===== config.mk =====
export PLATFORM = sky130hd
export DESIGN_NAME = load_store_unit
export DESIGN_NICKNAME = d
export VERILOG_FILES = /design/src/rtl/load_store_unit.sv
export SDC_FILE = /design/constraint.sdc
export NUM_CORES = 1
export LEC_CHECK = 0
export CAP_MARGIN = 30
export CORE_MARGIN = 4
export CORE_UTILIZATION = 46
export DETAILED_ROUTE_END_ITERATION = 10
export GPL_ROUTABILITY_DRIVEN = 0
export GPL_TIMING_DRIVEN = 0
export PLACE_DENSITY = 0.92
export SLEW_MARGIN = 20
export SYNTH_ARGS = -nofsm -noshare
export SYNTH_HDL_FRONTEND = slang
export SYNTH_SLANG_ARGS = --single-unit

===== constraint.sdc =====
create_clock -name clock -period 2.8 [get_ports clock]
set_clock_uncertainty 0.15 [all_clocks]
set_input_delay 0.56 -clock clock [delete_from_list [all_inputs] [get_ports clock]]
set_output_delay 0.56 -clock clock [all_outputs]
set_load 0.1 [all_outputs]

===== src/rtl/load_store_unit.sv =====
// load_store_unit
//   Memory-stage controller between execute and a word-addressed data memory.
//   Accepts one load/store at a time. Byte/half stores are read-modify-write
//   because the memory only writes whole words. Loads return sign- or
//   zero-extended data. Illegal accesses are answered with resp_err and never
//   touch memory.
//
// Ports
//   clock, reset         system clock; synchronous active-high reset
//   req_valid/req_ready  request handshake (transfer on valid && ready)
//   req_we               1 = store, 0 = load
//   req_size             00 byte, 01 half, 10 word, 11 reserved (error)
//   req_signed           loads: 1 = sign-extend, 0 = zero-extend
//   req_addr             byte address
//   req_wdata            store data (low-order bits for sub-word sizes)
//   resp_valid           one-cycle completion pulse
//   resp_rdata           extended load data, 0 for stores and errors
//   resp_err             access was not performed
//   mwr, moe             memory write / output enable
//   ma, mwd              memory word-aligned byte address / write data
//   mrd                  memory read data (combinational from ma/moe)
module load_store_unit #(
  parameter int unsigned ADDR_LIMIT = 512
) (
  input  logic        clock,
  input  logic        reset,
  input  logic        req_valid,
  output logic        req_ready,
  input  logic        req_we,
  input  logic [1:0]  req_size,
  input  logic        req_signed,
  input  logic [31:0] req_addr,
  input  logic [31:0] req_wdata,
  output logic        resp_valid,
  output logic [31:0] resp_rdata,
  output logic        resp_err,
  output logic        mwr,
  output logic        moe,
  output logic [31:0] ma,
  output logic [31:0] mwd,
  input  logic [31:0] mrd
);

  typedef enum logic [1:0] {IDLE, READ, WRITE, RESP} state_t;

  state_t      state;
  logic        we_q;
  logic [1:0]  size_q;
  logic        sign_q;
  logic [31:0] addr_q;
  logic [31:0] wbuf_q;   // store data, replaced by the merged word after READ
  logic [31:0] rdata_q;
  logic        err_q;

  logic        req_err;
  logic [4:0]  byte_sh;
  logic [4:0]  lane_sh;
  logic [7:0]  byte_lane;
  logic [15:0] half_lane;
  logic [31:0] load_val;
  logic [31:0] lane_mask;
  logic [31:0] merged;

  always_comb begin
    req_err = 1'b0;
    if (req_size == 2'b11)                               req_err = 1'b1;
    if (req_size == 2'b01 && req_addr[0])                req_err = 1'b1;
    if (req_size == 2'b10 && req_addr[1:0] != 2'b00)     req_err = 1'b1;
    if (req_addr >= ADDR_LIMIT)                          req_err = 1'b1;
  end

  // Little-endian lane extraction for loads and lane merge for sub-word stores.
  always_comb begin
    byte_sh   = {addr_q[1:0], 3'b000};
    lane_sh   = (size_q == 2'b01) ? {addr_q[1], 4'b0000} : byte_sh;
    byte_lane = mrd[byte_sh +: 8];
    half_lane = addr_q[1] ? mrd[31:16] : mrd[15:0];
    case (size_q)
      2'b00:   load_val = {{24{sign_q & byte_lane[7]}}, byte_lane};
      2'b01:   load_val = {{16{sign_q & half_lane[15]}}, half_lane};
      default: load_val = mrd;
    endcase
    lane_mask = ((size_q == 2'b00) ? 32'h0000_00FF : 32'h0000_FFFF) << lane_sh;
    merged    = (mrd & ~lane_mask) | ((wbuf_q << lane_sh) & lane_mask);
  end

  always_ff @(posedge clock) begin
    if (reset) begin
      state   <= IDLE;
      we_q    <= 1'b0;
      size_q  <= '0;
      sign_q  <= 1'b0;
      addr_q  <= '0;
      wbuf_q  <= '0;
      rdata_q <= '0;
      err_q   <= 1'b0;
    end else begin
      case (state)
        IDLE: begin
          if (req_valid) begin
            we_q    <= req_we;
            size_q  <= req_size;
            sign_q  <= req_signed;
            addr_q  <= req_addr;
            wbuf_q  <= req_wdata;
            rdata_q <= '0;
            err_q   <= req_err;
            if (req_err)                 state <= RESP;
            else if (!req_we)            state <= READ;
            else if (req_size == 2'b10)  state <= WRITE;
            else                         state <= READ;
          end
        end
        READ: begin
          if (we_q) begin
            wbuf_q <= merged;
            state  <= WRITE;
          end else begin
            rdata_q <= load_val;
            state   <= RESP;
          end
        end
        WRITE:   state <= RESP;
        default: state <= IDLE;
      endcase
    end
  end

  // Outputs decode the registered state; reset masks them in the reset cycle
  // so an aborted op can neither write memory nor respond.
  always_comb begin
    req_ready  = (state == IDLE)  && !reset;
    moe        = (state == READ)  && !reset;
    mwr        = (state == WRITE) && !reset;
    ma         = (moe || mwr) ? {addr_q[31:2], 2'b00} : '0;
    mwd        = mwr ? wbuf_q : '0;
    resp_valid = (state == RESP)  && !reset;
    resp_err   = resp_valid && err_q;
    resp_rdata = resp_valid ? rdata_q : '0;
  end

endmodule


# Word level (Yosys, flattened, before mapping)
# Cells that the tools add are included.
[totals] regBits=103 inputBits=103 output_inout_bits=101 word_cells=67
[op_classes] order_cmp=1 eq_ne=10 n_shift=3 mux=23 n_bitwise=6 n_reduce_logical=16
[op_table] operator="$mux W32" n=7
[op_table] operator="$pmux W32 S2" n=3
[op_table] operator="$and A32 B32 Y32" n=2
[op_table] operator="$ge A32 B10 Y1 const B" n=1
[op_table] operator="$mux W16" n=2
[op_table] operator="$not A32 Y32" n=1
[op_table] operator="$or A32 B32 Y32" n=1
[op_table] operator="$shiftx A32 B6 Y8" n=1
[op_table] operator="$shl A16 B5 Y32" n=1
[op_table] operator="$shl A32 B5 Y32" n=1
[op_table] operator="$eq A2 B2 Y1 const B" n=4
[op_table] operator="$mux W2" n=4
[op_table] operator="$logic_and A1 B1 Y1" n=7
[op_table] operator="$eq A2 B1 Y1 const B" n=3
[op_table] operator="$ne A2 B2 Y1 const B" n=3
[op_table] operator="$pmux W2 S3" n=1
[op_table] operator="$reduce_and A3 Y1" n=2
[op_table] operator="$mux W1" n=5
[op_table] operator="$logic_not A2 Y1" n=2
[op_table] operator="$mux W4" n=1
[op_table] operator="$reduce_bool A2 Y1" n=2
[op_table] operator="$and A1 B1 Y1" n=2
[op_table] operator="$reduce_and A2 Y1" n=1
[op_table] operator="$logic_not A1 Y1" n=1
[op_table] operator="$logic_or A1 B1 Y1" n=1

# Longest topological paths before layout
# Gate-level depths: netlist (run 1).
[logic_depth] depth_word=8 ltp_mapped=11 mapped_depth_nobuf=7

# Worst setup path before layout (run 1)
# OpenSTA, ideal clock, no wires.
[synth_path] kind="register to output" startpoint="reg state[0]" endpoint="out ma[10]" t_arrival_ns=3.950 t_required_ns=2.090 slack_ns=-1.860 path_stages_with_launch=8 path_buffers=2 cell_sequence="dfxtp_1 -> ha_1 -> buf_4 -> inv_1 -> nor2_1 -> nor2_1 -> clkbuf_1 -> nor2b_1"
[synth_between] elab_chain_len=4 word_cells_on_any_way=6 cone_classes="eq/ne (2); mux (1); reduce/logical (3)"
[synth_rtl] item="start: declaration" line="46" text="state_t state;"
[synth_rtl] item="start signal: assignment" line="89" text="state <= IDLE;"
[synth_rtl] item="start signal: assignment" line="108" text="if (req_err) state <= RESP;"
[synth_rtl] item="start signal: assignment" line="109" text="else if (!req_we) state <= READ;"
[synth_rtl] item="$eq A2 B1 Y1" line="133" text="moe = (state == READ) && !reset;"
[synth_rtl] item="$logic_and A1 B1 Y1" line="133"
[synth_rtl] item="via moe" line="38" text="output logic moe,"
[synth_rtl] item="$logic_or A1 B1 Y1" line="135" text="ma = (moe || mwr) ? {addr_q[31:2], 2'b00} : '0;"
[synth_rtl] item="$mux W32" line="135"
[synth_rtl] item="end: declaration" line="39" text="output logic [31:0] ma,"
# The timed path passes the listed nets, and every way through them passes these cells.

# Worst setup path in the final report (run 1)
[layout_path] startpoint="reg state[0]" endpoint="out mwd[4]"
[layout_between] elab_chain_len=3
[layout_rtl] item="$eq A2 B2 Y1" line="134" text="mwr = (state == WRITE) && !reset;"
[layout_rtl] item="$logic_and A1 B1 Y1" line="134"
[layout_rtl] item="$mux W32" line="136" text="mwd = mwr ? wbuf_q : '0;"
[layout_rtl] item="end: declaration" line="40" text="output logic [31:0] mwd,"
# No other way between the ends.

==> metrics.txt, run 1 <==
Initial DRC Count 910; Leak 3.61 nW; die height 120 um; Final WS setup 0.0305 ns; max incr delay on CP 0.38 ns; number of max-cap violations 0; Clock Path Buffers 2; fmax 361 MHz; Final min period 2.77 ns; number of global-route vias before repair 6432; Buffers on Ports 201; Data arrival, critical path 2.06 ns; pwr dens 870 nW/um^2; commonest non-fill, non-tap cells in the layout 101 x nand2_1, 101 x dfxtp_1, 101 x clkdlybuf4s50_1, 50 x a21oi_1, 49 x and2_1; CP startpoint kind flip-flop; Cells after Synth 703; Antenna Cells 0; Root Buffer clkbuf_16; synthesized area per cell 8.27 um^2; CP max FO 10; # IOs 204; final worst-path cycle share 0.989; via count 6607; CTS Buf Count 9; CP Data Required Time 2.09 ns; initial antenna violation count 0; FF+latch count, synth 103; layout cells sized above 1 0.254; DRT Pass-1 Iters 6; status finished clean; starting density of the core 0.476; CP Capture Type output port; Finished Cell Area 9020 um^2; Rows 40; share of total power in combinational logic 0.551; Netlist cell types 57; Die Footprint 14500 um^2; sw power 3.64 mW; Yosys Warn Count 0; Layout area overhead 55.2%; Synth Cell Area 5810 um^2; TNS Setup 0 ns; Seq pwr share 0.281; DP HPWL 16.0 mm; wire length per cell 20.8 um; grt ovf 0; crit-path cells inv_1 -> ha_2 -> nor2b_4 -> buf_4 -> clkbuf_8 -> and2_1 -> buf_6; Worst-Skew Late Latency 0.35 ns; largest net degree at the start of global routing 19; CTS sink count 103; relative slew slack 0.562; detail-routed via count per cell 6.05; worst slack at placement -1.43 ns; Seq/Total Area, Yosys 0.355; Max rail drop VDD 0.000497 V; first-pass GRT wire length 34.5 mm; Die Width 120 um; htree depth 3; final setup vio count 0; final wirelength 22.7 mm; number of synthesized flops with an enable pin 0; Total Power 7.85 mW; sw frac 0.464; P_int 4.20 mW; post-cts hold buffer count 0; Post-synth top flop dfxtp_1; final slew viol count 0; asr flop ratio synth 0; Worst Tran Pin Value 0.641 ns; # nets final 1027; Min-Delay Path Class flip-flop to flip-flop; Fin. Hold Viols 0; Detail Route Antenna Nets 0; core area 12200 um^2; CTS tree built; DRC Markers 0; Slowest-stage cell, CP dfxtp_4; clock share of power 0.169; Clk pin slew, worst setup/hold paths 0.07 ns; Setup CP Type flip-flop to output port; placed inst area 8340 um^2; GRT Resource Usage Total 0.301
[through the flow]
step                       util  hold slack [ns]  std cells
after detailed placement  0.683            0.282       1073
after global placement    0.683            0.275       1073
final                     0.739            0.295       1092
after CTS                 0.737            0.298       1091
after global routing      0.739            0.319       1092
after floorplan               -            0.268        704
[per-layer routing]
| metal | global-route usage | vias up | share of wire |
|---|---|---|---|
| met4 | 0.154 | 0 | 0.059 |
| met1 | 0.377 | 3089 | 0.39 |
| met5 | 0 | - | 0 |
| met3 | 0.0645 | 120 | 0.095 |
| met2 | 0.486 | 476 | 0.46 |
| li1 | - | 2922 | - |
[critical path: cells and delay by family (launching register included)]
kind | cells | cell delay, ns
adders and majority gates | 1 | 0.22
buffers and inverters | 4 | 0.64
and+or+nand+nor | 2 | 0.48
DFF | 1 | 0.38
[repair_timing]
item	4_1_cts	5_1_grt
buffers inserted	2	1
endpoints found under the setup margin	99	88
gates cloned	0	0
gates resized for setup	704	23
[worst paths after layout]
| check | startpoint | endpoint | cells after the start | slack [ns] |
|---|---|---|---|---|
| worst max-delay path | state[0] | mwd[4] | 7 | 0.03 |
| worst min-delay path | rdata_q[10] | rdata_q[10] | 1 | 0.30 |
| worst max register to register | state[0] | flip-flop | 8 | 0.30 |
| worst min register to register | rdata_q[10] | rdata_q[10] | 1 | 0.30 |
[power groups by stage]
stage | clock (mW) | sequential, mW | combinational (mW)
2_1_floorplan | 0 | 2.08 | 3.03
3_3_place_gp | 0 | 2.17 | 3.85
3_5_place_dp | 0 | 2.19 | 3.93
4_1_cts | 1.31 | 2.16 | 4.16
5_1_grt | 1.38 | 2.23 | 4.54
6_report | 1.33 | 2.20 | 4.32
[cell usage after synthesis, types with 11 or more instances]
master | count | share of area
dfxtp_1 | 103 | 0.35
nand2_1 | 101 | 0.065
nand2b_1 | 19 | 0.020
a211oi_1 | 12 | 0.016
nor2_1 | 32 | 0.021
o21ai_0 | 31 | 0.027
nor2b_1 | 35 | 0.038
and2_1 | 67 | 0.072
inv_1 | 11 | 0.0071
a221oi_1 | 15 | 0.023
clkbuf_1 | 27 | 0.017
a21oi_1 | 50 | 0.043
mux2i_1 | 29 | 0.050
a22o_1 | 24 | 0.036
[cell type report]
type	count	area, um^2
flip-flops and latches	103	2070
clock inverters	7	77.6
clock buffers	9	225
plain buffers	56	383
repair buffers	204	2300
well taps	168	210
multi-input cells	531	3700
inverters	14	56.3
fillers	841	3190
[logic make-up (layout without fill, tap and decap cells)]
kind of cell / count (synthesis) / in the layout / synth area share
other cells: 1 / 2 / 0.000645
buf+inv: 70 / 290 / 0.0603
flops: 103 / 103 / 0.355
fa+ha+maj: 5 / 5 / 0.0108
mux: 36 / 36 / 0.0635
simple gates: 281 / 281 / 0.251
compound gates: 207 / 207 / 0.259
No activity file was read; power rests on OpenSTA's default activity.
==> run 2, diff against run 1 <==
--- a/config.mk
+++ b/config.mk
@@ -5,13 +5,15 @@
 export SDC_FILE = /design/constraint.sdc
 export NUM_CORES = 1
 export LEC_CHECK = 0
+export ABC_AREA = 1
 export CAP_MARGIN = 30
 export CORE_MARGIN = 4
-export CORE_UTILIZATION = 46
+export CORE_UTILIZATION = 47
 export DETAILED_ROUTE_END_ITERATION = 10
 export GPL_ROUTABILITY_DRIVEN = 0
 export GPL_TIMING_DRIVEN = 0
-export PLACE_DENSITY = 0.92
+export HOLD_SLACK_MARGIN = 0.03
+export PLACE_DENSITY = 0.93
 export SLEW_MARGIN = 20
 export SYNTH_ARGS = -nofsm -noshare
 export SYNTH_HDL_FRONTEND = slang
==> metrics.txt, run 2 <==
status finished clean; Sequential Area 2060 um^2 (-0.12%); Cells after Synth 998 (+42%); final slew viol count 0 (unchanged); core area 12700 um^2 (+4.2%); Initial DRC Count 1165 (+28%); area taken by multi-input logic gates 3440 um^2 (-6.9%); synthesized area per cell 6.15 um^2 (-26%); CTS Buf Count 9 (unchanged); DP HPWL 17.1 mm (+7.3%); Seq/Total Area, Yosys 0.336 (-0.0190); Detail Route Antenna Nets 0 (unchanged); Min-Delay Path Class flip-flop to flip-flop; commonest non-fill, non-tap cells in the layout 171 x a21oi_1, 163 x nand2_1, 148 x inv_1, 115 x nor2_1; CTS tree built; max incr delay on CP 0.56 ns (+0.18 ns); Setup CP Type flip-flop to output port; Clock Path Buffers 2 (unchanged); Netlist cell types 35 (-39%); final wirelength 23.1 mm (+1.9%); CTS sink count 103 (unchanged); # IOs 204 (unchanged); Rows 41 (+2.5%); initial antenna violation count 0 (unchanged); Final min period 2.72 ns (-0.0532 ns); Leak 3.74 nW (+3.5%); Post-synth top flop dfxtp_1; layout cells sized above 1 0.179 (-0.0752); first-pass GRT wire length 36.1 mm (+4.5%); CP startpoint kind flip-flop; die height 122 um (+1.6%); detail-routed via count per cell 5.51 (-8.9%); # fillers 1031 (+23%); Max rail drop VDD 0.000522 V (+5.0%); htree depth 3 (unchanged); crit-path cells inv_1 -> ha_1 -> nand2_4 -> clkbuf_2 -> nor2_2 -> clkdlybuf4s15_2; # nets final 1321 (+29%); worst slack at placement -0.695 ns (+0.732 ns); Layout area overhead 45.2%; GRT Resource Usage Total 0.303 (+0.00259); relative slew slack 0.583 (+0.0216); most common library cells after synthesis 171 x a21oi_1, 165 x nand2_1, 157 x nor2_1, 149 x inv_1, 103 x dfxtp_1; final setup vio count 0 (unchanged); Yosys Warn Count 0 (unchanged); FF+latch count, synth 103 (unchanged); Total Power 8.55 mW (+9.0%); Slowest-stage cell, CP clkdlybuf4s15_2; Data arrival, critical path 2.01 ns (-0.05 ns); Root Buffer clkbuf_16; fmax 368 MHz (+2.0%); number of synthesized flops with an enable pin 0 (unchanged); Antenna Cells 0 (unchanged); via count 7653 (+16%); CP Data Required Time 2.09 ns (about the same); Finished Cell Area 8910 um^2 (-1.2%); DRT Pass-1 Iters 6 (unchanged); Synth Cell Area 6140 um^2 (+5.7%); asr flop ratio synth 0 (unchanged); Buffers on Ports 200 (-0.50%); Die Width 122 um (+1.6%); Fin. Hold Viols 0 (unchanged); CP max FO 10 (unchanged); final worst-path cycle share 0.970 (-0.0190); area leader, netlist dfxtp_1; starting density of the core 0.483 (+0.00677); DRC Markers 0 (unchanged); Final WS setup 0.0837 ns (+0.0532 ns); wire length per cell 16.7 um (-20%); Worst-Skew Late Latency 0.35 ns (about the same); Die Footprint 15000 um^2 (+3.2%); pwr dens 959 nW/um^2 (+10%); TNS Setup 0 ns (unchanged); number of max-cap violations 0 (unchanged); grt ovf 0 (unchanged); number of global-route vias before repair 7403 (+15%); post-cts hold buffer count 0 (unchanged); most frequent cell after synthesis a21oi_1; commonest non-fill, non-tap cell in the layout a21oi_1; Yosys top cell area share 0.336 (-0.0190); Worst Tran Pin Value 0.625 ns (-0.0159 ns); largest net degree at the start of global routing 18 (-1); CP Capture Type output port; Clk pin slew, worst setup/hold paths 0.07 ns (about the same); placed inst area 8700 um^2 (+4.3%); Area contributors post-synth dfxtp_1 34%, a21oi_1 14%, nand2_1 10%, nor2_1 9.6%, inv_1 9.1%
-- run 2: power by group --
part	leakage (nW)	internal, mW	switching (mW)
registers	0.846	1.90	0.215
clock network	0.156	0.786	0.590
logic	2.73	1.51	3.54
total	3.74	4.20	4.35
-- run 2: worst max-delay path, delay by kind of cell (launching register included) --
| kind | cells | cell delay (ns) |
|---|---|---|
| flops | 1 | 0.35 |
| buf+inv | 3 | 0.85 |
| simple gates | 2 | 0.22 |
| fa+ha+maj | 1 | 0.23 |
-- run 2: through the flow --
step	instances	hold WS, ns	util
6_report	1389	0.315	0.701
5_1_grt	1389	0.330	0.701
4_1_cts	1389	0.315	0.697
3_5_place_dp	1371	0.305	0.684
3_3_place_gp	1371	0.302	0.684
2_1_floorplan	999	0.294	-
-- run 2: repair_timing --
item	CTS	global route
buffers inserted	1	0
gates cloned	2	0
pin swaps	1	0
setup endpoints to repair	99	77
gates resized for setup	478	78
-- run 2: final timing paths --
| kind | slack (ns) | to | cells past startpoint | start |
|---|---|---|---|---|
| max reg2reg | 0.51 | rdata_q[24] | 10 | state[0] |
| min | 0.31 | rdata_q[30] | 2 | rdata_q[30] |
| max | 0.08 | mwd[13] | 6 | state[0] |
| min reg2reg | 0.31 | rdata_q[30] | 2 | rdata_q[30] |
-- run 2: final cells by class --
type                       count  area share
buffer                        64      0.0418
clock buffer                   9      0.0253
clock inverter                 6      0.0102
inverter                     162      0.0703
multi-input combinational    670       0.386
sequential                   103       0.232
tap                          172      0.0241
timing repair buffer         203       0.210
-- run 2: cell families (layout without fill, tap and decap cells) --
group | Yosys count | in the layout | synth area share
compound gates | 303 | 303 | 0.264
fa+ha+maj | 5 | 5 | 0.0102
other cells | 1 | 2 | 0.000611
flops | 103 | 103 | 0.336
buf+inv | 226 | 444 | 0.149
simple gates | 360 | 360 | 0.241
-- run 2: routing by layer --
layer  GRT usage  vias to the layer above  routed length, um
met2       0.492                      531              10700
met1       0.371                     3376               8420
met3      0.0516                      147               2490
met4       0.196                        0               1530
li1            -                     3599                  -
met5           0                        -                  0
==> run 3, diff against run 2 <==
--- a/config.mk
+++ b/config.mk
@@ -8,12 +8,12 @@
 export ABC_AREA = 1
 export CAP_MARGIN = 30
 export CORE_MARGIN = 4
-export CORE_UTILIZATION = 47
+export CORE_UTILIZATION = 25
 export DETAILED_ROUTE_END_ITERATION = 10
 export GPL_ROUTABILITY_DRIVEN = 0
 export GPL_TIMING_DRIVEN = 0
 export HOLD_SLACK_MARGIN = 0.03
-export PLACE_DENSITY = 0.93
+export PLACE_DENSITY = 0.6
 export SLEW_MARGIN = 20
 export SYNTH_ARGS = -nofsm -noshare
 export SYNTH_HDL_FRONTEND = slang
==> metrics.txt, run 3 (synthesis gave the netlist of run 2 again) <==
final worst-path cycle share 0.963 (-0.00700); TNS Setup 0 ns (unchanged); DRT Pass-1 Iters 5 (-1); number of global-route vias before repair 6603 (-11%); Antenna Cells 0 (unchanged); Clock Path Buffers 2 (unchanged); max incr delay on CP 0.37 ns (-0.19 ns); Worst-Skew Late Latency 0.35 ns (about the same); Data arrival, critical path 1.99 ns (-0.02 ns); first-pass GRT wire length 36.8 mm (+1.9%); via count 7166 (-6.4%); GRT Resource Usage Total 0.174 (-0.129); wire length per cell 15.9 um (-4.7%); CP Data Required Time 2.09 ns (about the same); RR Startpoint state[0]; CP Capture Type output port; Max rail drop VDD 0.000385 V (-26%); Final min period 2.70 ns (-0.0196 ns); Setup CP Type flip-flop to output port; CP max FO 10 (unchanged); Die Footprint 27100 um^2 (+81%); commonest non-fill, non-tap cell in the layout a21oi_1; htree depth 3 (unchanged); Seq pwr share 0.252 (+0.004); Min-Delay Path Class flip-flop to flip-flop; CP startpoint kind flip-flop; number of max-cap violations 0 (unchanged); initial antenna violation count 0 (unchanged); HP Start rdata_q[17]; commonest non-fill, non-tap cells in the layout 171 x a21oi_1, 163 x nand2_1, 148 x inv_1, 115 x nor2_1; starting density of the core 0.253 (-0.229); Layout area overhead 46.2%; Buffers on Ports 200 (unchanged); crit-path cells inv_1 -> ha_1 -> nand2_4 -> clkinvlp_4 -> nor2_4 -> clkbuf_16 -> nor2_4 -> buf_6; detail-routed via count per cell 4.66 (-15%); post-cts hold buffer count 0 (unchanged); CTS Buf Count 9 (unchanged); layout cells sized above 1 0.177 (-0.00203); Initial DRC Count 546 (-53%); CTS sink count 103 (unchanged); clock share of power 0.159 (-0.002); die height 165 um (+35%); Detail Route Antenna Nets 0 (unchanged); largest net degree at the start of global routing 19 (+1); relative slew slack 0.601 (+0.0174); DP HPWL 19.5 mm (+13%); share of total power in combinational logic 0.589 (-0.002); final wirelength 24.4 mm (+5.5%); core area 24200 um^2 (+91%); CTS tree built; r2r setup slk 0.52 ns (about the same); grt ovf 0 (unchanged); WHS 0.315 ns (-0.0000180 ns); status finished clean; Finished Cell Area 8980 um^2 (+0.73%); sw power 4.31 mW (-0.84%); Slowest-stage cell, CP dfxtp_2; Die Width 165 um (+35%); # nets final 1318 (-0.23%); Fin. Hold Viols 0 (unchanged); Leak 3.70 nW (-1.1%); # fillers 2684 (+160%); placed inst area 8890 um^2 (+2.2%); Worst Tran Pin Value 0.599 ns (-0.0261 ns); Rows 57 (+39%); RSZ-0062 raised after global routing false; final slew viol count 0 (unchanged); final setup vio count 0 (unchanged); # IOs 204 (unchanged); fmax 371 MHz (+0.73%); most used cell, CP nor2_4; pwr dens 930 nW/um^2 (-3.1%); Clk pin slew, worst setup/hold paths 0.07 ns (about the same); Setup crit start state[0]; sw frac 0.517 (+0.00810); P_int 4.03 mW (-4.0%); Root Buffer clkbuf_16; DRC Markers 0 (unchanged)
run 3: metrics by stage:
step	setup slack (ns)	cells	total power [mW]	util
after floorplan	-0.326	999	5.75	-
after global placement	-0.809	1523	6.96	0.367
after detailed placement	-0.789	1523	7.01	0.367
after CTS	-0.0510	1538	8.31	0.366
after global routing	0.0118	1538	8.93	0.370
final	0.103	1538	8.35	0.370
run 3: layout make-up:
| type | instances | area [um^2] | share of cell area |
|---|---|---|---|
| buffer | 64 | 369 | 0.0411 |
| clock buffer | 9 | 225 | 0.0251 |
| clock inverter | 6 | 80.1 | 0.00892 |
| inverter | 162 | 627 | 0.0698 |
| multi-input combinational | 670 | 3440 | 0.383 |
| sequential | 103 | 2060 | 0.230 |
| tap | 324 | 405 | 0.0452 |
| timing repair buffer | 200 | 1760 | 0.197 |
run 3: timing repair:
action	4_1_cts	5_1_grt
buffers inserted	0	0
gates resized for setup	520	36
endpoints found under the setup margin	99	33
run 3: metal layers:
| metal | wire length, um | track usage | up-vias | part of all wire |
|---|---|---|---|---|
| met3 | 1760 | 0.0352 | 39 | 0.072 |
| met2 | 11200 | 0.276 | 299 | 0.46 |
| met1 | 10900 | 0.240 | 3242 | 0.44 |
| li1 | - | - | 3586 | - |
| met5 | 0 | 0 | - | 0 |
| met4 | 557 | 0.0510 | 0 | 0.023 |
run 3: path summary, 6_finish.rpt:
kind | cells past startpoint | endpoint
worst min register to register | 2 | rdata_q[17]
worst max register to register | 11 | flip-flop
worst min-delay path | 2 | rdata_q[17]
worst max-delay path | 8 | ma[11]
run 3: power by group through the flow:
stage          combinational [mW]  sequential [mW]  clock, mW
2_1_floorplan                3.68             2.08          0
3_3_place_gp                 4.83             2.13          0
3_5_place_dp                 4.88             2.13          0
4_1_cts                      4.84             2.10       1.36
5_1_grt                      5.34             2.16       1.43
6_report                     4.91             2.11       1.33
run 3: worst max-delay path: cells and delay by family (launching register included):
| kind | cells | cell delay [ns] |
|---|---|---|
| flops | 1 | 0.37 |
| simple gates | 3 | 0.40 |
| buf+inv | 4 | 0.62 |
| fa+ha+maj | 1 | 0.24 |
